$ cat src/rtl/pc_pkg.sv
// Core-wide fetch/address constants shared by fetch, decode and the branch unit.
package pc_pkg;

  localparam int unsigned XLEN         = 32;
  localparam int unsigned INST_BYTES   = 4;

  typedef logic [XLEN-1:0] addr_t;

  localparam addr_t       RESET_VECTOR = 32'h0000_0000;

endpackage

$ cat src/rtl/pc.sv
// Fetch-stage program counter: word-aligned register that either steps by INC
// or loads a redirect target; async active-low reset to RESET_VECTOR.
module pc #(
  parameter int unsigned       XLEN         = pc_pkg::XLEN,
  parameter logic [XLEN-1:0]   RESET_VECTOR = XLEN'(pc_pkg::RESET_VECTOR),
  parameter int unsigned       INC          = pc_pkg::INST_BYTES
) (
  input  logic            clk,
  input  logic            rst,
  input  logic            pc_jmp,
  input  logic [XLEN-1:0] pc_in,
  output logic [XLEN-1:0] pc_out,
  output logic [XLEN-1:0] pc_plus4,
  output logic            jmp_misaligned
);

  logic [XLEN-1:0] pc_q;
  logic [XLEN-1:0] pc_seq;

  // Single adder feeds both the sequential next-PC and the link value.
  assign pc_seq   = pc_q + XLEN'(INC);
  assign pc_plus4 = pc_seq;
  assign pc_out   = pc_q;

  assign jmp_misaligned = pc_jmp & (pc_in[1:0] != 2'b00);

  always_ff @(posedge clk or negedge rst) begin
    if (!rst) begin
      pc_q <= RESET_VECTOR;
    end else if (pc_jmp) begin
      pc_q <= {pc_in[XLEN-1:2], 2'b00};
    end else begin
      pc_q <= pc_seq;
    end
  end

endmodule

$ cat config.mk
export PLATFORM = sky130hd
export DESIGN_NAME = pc
export DESIGN_NICKNAME = d
export VERILOG_FILES = /design/src/rtl/pc_pkg.sv /design/src/rtl/pc.sv
export SDC_FILE = /design/constraint.sdc
export NUM_CORES = 1
export LEC_CHECK = 0
export ABC_CLOCK_PERIOD_IN_PS = 2600
export CAP_MARGIN = 20
export CORE_MARGIN = 5
export CORE_UTILIZATION = 41
export CTS_BUF_LIST = sky130_fd_sc_hd__clkbuf_4 sky130_fd_sc_hd__clkbuf_8
export CTS_CLUSTER_SIZE = 20
export DETAILED_ROUTE_END_ITERATION = 7
export MAX_ROUTING_LAYER = met4
export PLACE_DENSITY = 0.87
export SYNTH_ARGS = -nofsm -noshare
export SYNTH_HDL_FRONTEND = slang
export SYNTH_SLANG_ARGS = --single-unit
$ cat constraint.sdc
create_clock -name clk -period 2.6 [get_ports clk]
set_input_delay 0.65 -clock clk [delete_from_list [all_inputs] [get_ports clk]]
set_output_delay 0.65 -clock clk [all_outputs]
set_load 0.01 [all_outputs]
==> flow_summary.yaml <==
status:
  run_status: "finished with violations"
  violations: "negative setup slack"
cells_and_area:
  fillerInstances: 261
  final-seq-area_um2: 751
  instances_no_fill: 435
  largest_reg_flops: 30
  syn_to_final_growth_pct: 95.3
  fin_nets: 416
  drive_gt1_frac: 0.444
  final_util: 0.813
  final_common_cell: "buf_4"
  mostFrequentLayoutCells: "buf_4, clkdlybuf4s50_1, dfrtp_1"
  multiInputGateArea_mm2: 0.00133
  diodes: 0
drt:
  wl_met2_mm: 4.66
  drt_iter0_drc: 361
  dr_wl_met3_um: 931
  routedWlPerCell_um: 22.1
  vias: 2639
  drc: 0
  first_pass_iters: 6
  routed_via_density: 6.07
  routed.top_layer: "met4"
  drt-met1-wl_mm: 3.40
  routed_wl_mm: 9.60
  antenna_left: 0
placed_design:
  hpwlAfterDp_mm: 5.39
  place.gp.congestion: 0.866
  pre_cts_slack_ns: -0.327
  placedCellCount: 397
  port_buffers: 95
critical_path:
  crit_path_max_fanout: 7
  endpoint_kind: "output port"
  arrival_ns: 2.27
  crit_path_start_kind: "register"
  criticalPathCategory: "reg -> out"
  required_ns: 1.95
  r2r_slack_ns: 0.45
sta:
  fmax_mhz: 343
  layout_setup_ws_ns: -0.315
  finalSetupViolCount: 21
  timing.hold.ws_ns: 0.681
  finalSetupTns_ns: -3.84
  slew_viol_final: 0
  rsz0062_at_grt: "yes"
  clock_skew_ns: 0.00735
  hold_viol_final: 0
  finalCritPeriodShare: 1.12
  period_needed_ns: 2.92
logic_synthesis:
  synth-adder-area-share: 0.00649
  synth_compound_area_frac: 0.106
  synth_top_area_share: 0.389
  syn_area_per_cell_um2: 9.31
  synth_edf_count: 0
  seq_area_frac_synth: 0.389
  yosys-top-cells-area: "dfrtp_1, mux2_2, xnor2_1"
  synth_area_leader_cell: "dfrtp_1"
  synth-async-reset-ratio: 1.00
  synth_top_family_by_area: "simple AND/OR/NAND/NOR gates"
  ys_types: 45
  synthCells: 207
  synth-seq-cells: 30
  synth_xor_area_frac: 0.0772
  synthSimpleGateAreaFrac: 0.284
  yosysWarnings: 0
  muxShareOfSynthArea: 0.0818
  synth_area_mm2: 0.00193
  synth_flop_cell: "dfrtp_1"
power:
  power_density_mw_per_mm2: 474
  power_leakage_uw: 0.00169
  ir_drop_mv: 0.308
clock_network:
  htree_levels: 2
  root_buffer: "clkbuf_8"
  cts_tree: "done"
  clockBufferDepth: 2
  cts_buffers: 5
  clk_pin_slew_worst_paths_ns: 0.07
  clkSinkCount: 30
  clk_latency_ns: 0.28
floorplanning:
  dieHeight_um: 78.6
  ioPinCount: 100
  num_rows: 25
  dieArea_mm2: 0.00617
  initial_core_util: 0.416
  core_area_mm2: 0.00463
  die_w_um: 78.6
global_routing:
  grt_pass1_wl_mm: 13.0
  first_global_vias: 2531
  grtUsageTotal: 0.276
  grt_start_max_net_pins: 36
  antenna_found_initial: 0
  grt-ovfl-total: 0
worst_hold_path:
  hold_path_class: "reg -> reg"
job:
  maxCapViolations: 0
==> logic make-up (layout without fill, tap and decap cells) <==
logic type,count (synthesis),after routing
compound gates,29,29
xor+xnor,17,17
fa+ha+maj,1,1
buf+inv,20,191
flops,30,30
mux,14,14
other cells,1,4
simple gates,95,95
==> report_power, final <==
group          switching [uW]  total, uW  internal (uW)
combinational             373        806            433
clock                     181        405            224
sequential               55.3        575            520
total                     609       1790           1180
==> per-layer routing <==
| metal | track usage | vias up |
|---|---|---|
| li1 | - | 1100 |
| met1 | 0.313 | 1250 |
| met2 | 0.469 | 217 |
| met3 | 0.0459 | 72 |
| met4 | 0.143 | 0 |
| met5 | - | - |
==> worst max-delay path, stage by stage, from the launching register on <==
cell and delay, ns:
dfrtp_1 0.39, ha_2 0.21, nand4_1 0.16, or4_4 0.53
buf_6 0.17, o31ai_2 0.28, nand2_2 0.11, buf_6 0.14
==> area by class of cell <==
cell class,instances,share of cell area
inverters,7,0.00698
multi-input cells,160,0.352
flip-flops and latches,30,0.199
clock inverters,1,0.00133
clock buffers,7,0.0239
repair buffers,176,0.398
well taps,54,0.0179
==> cell usage after synthesis, types with 2 or more instances <==
cell / n
dfrtp_1: 30
o31ai_1: 4
nor2_1: 17
a31oi_1: 10
buf_2: 2
nor2b_1: 2
mux2_2: 14
nand2_1: 20
clkbuf_2: 2
inv_1: 6
and2_1: 2
clkbuf_1: 3
o21ai_0: 6
a221o_1: 3
nand4_1: 12
or4_1: 4
nor3_1: 5
nand3_1: 11
xor2_1: 7
and3_1: 3
xnor2_1: 10
or3b_2: 3
buf_4: 4
and4_1: 4
nor4_1: 3
==> metrics by stage <==
stage	area, um^2	power, uW
6_report	3760	1790
5_1_grt	3760	1850
4_1_cts	3520	1700
3_5_place_dp	3260	1280
3_3_place_gp	3260	1260
2_1_floorplan	1940	832
==> worst paths after layout <==
kind | startpoint | end | cells past startpoint
setup / recovery | pc_out[3] | pc_plus4[26] | 7
min in group asynchronous | rst | pc_out[29] | 2
setup reg to reg | pc_out[3] | pc_out[22] | 6
hold reg to reg | pc_out[31] | pc_out[31] | 2
hold / removal | pc_out[31] | pc_out[31] | 2
max in group asynchronous | rst | pc_out[3] | 2
==> repair_timing <==
| item | CTS | global route |
|---|---|---|
| hold buffers | 0 | 0 |
| resized for setup | 103 | 54 |
| endpoints found under the setup margin | 24 | 23 |
| gates cloned | 0 | 0 |
| setup buffers | 18 | 12 |
| pin swaps | 16 | 13 |
| hold endpoints to repair | 0 | 0 |
(Power assumes the default switching activity.)
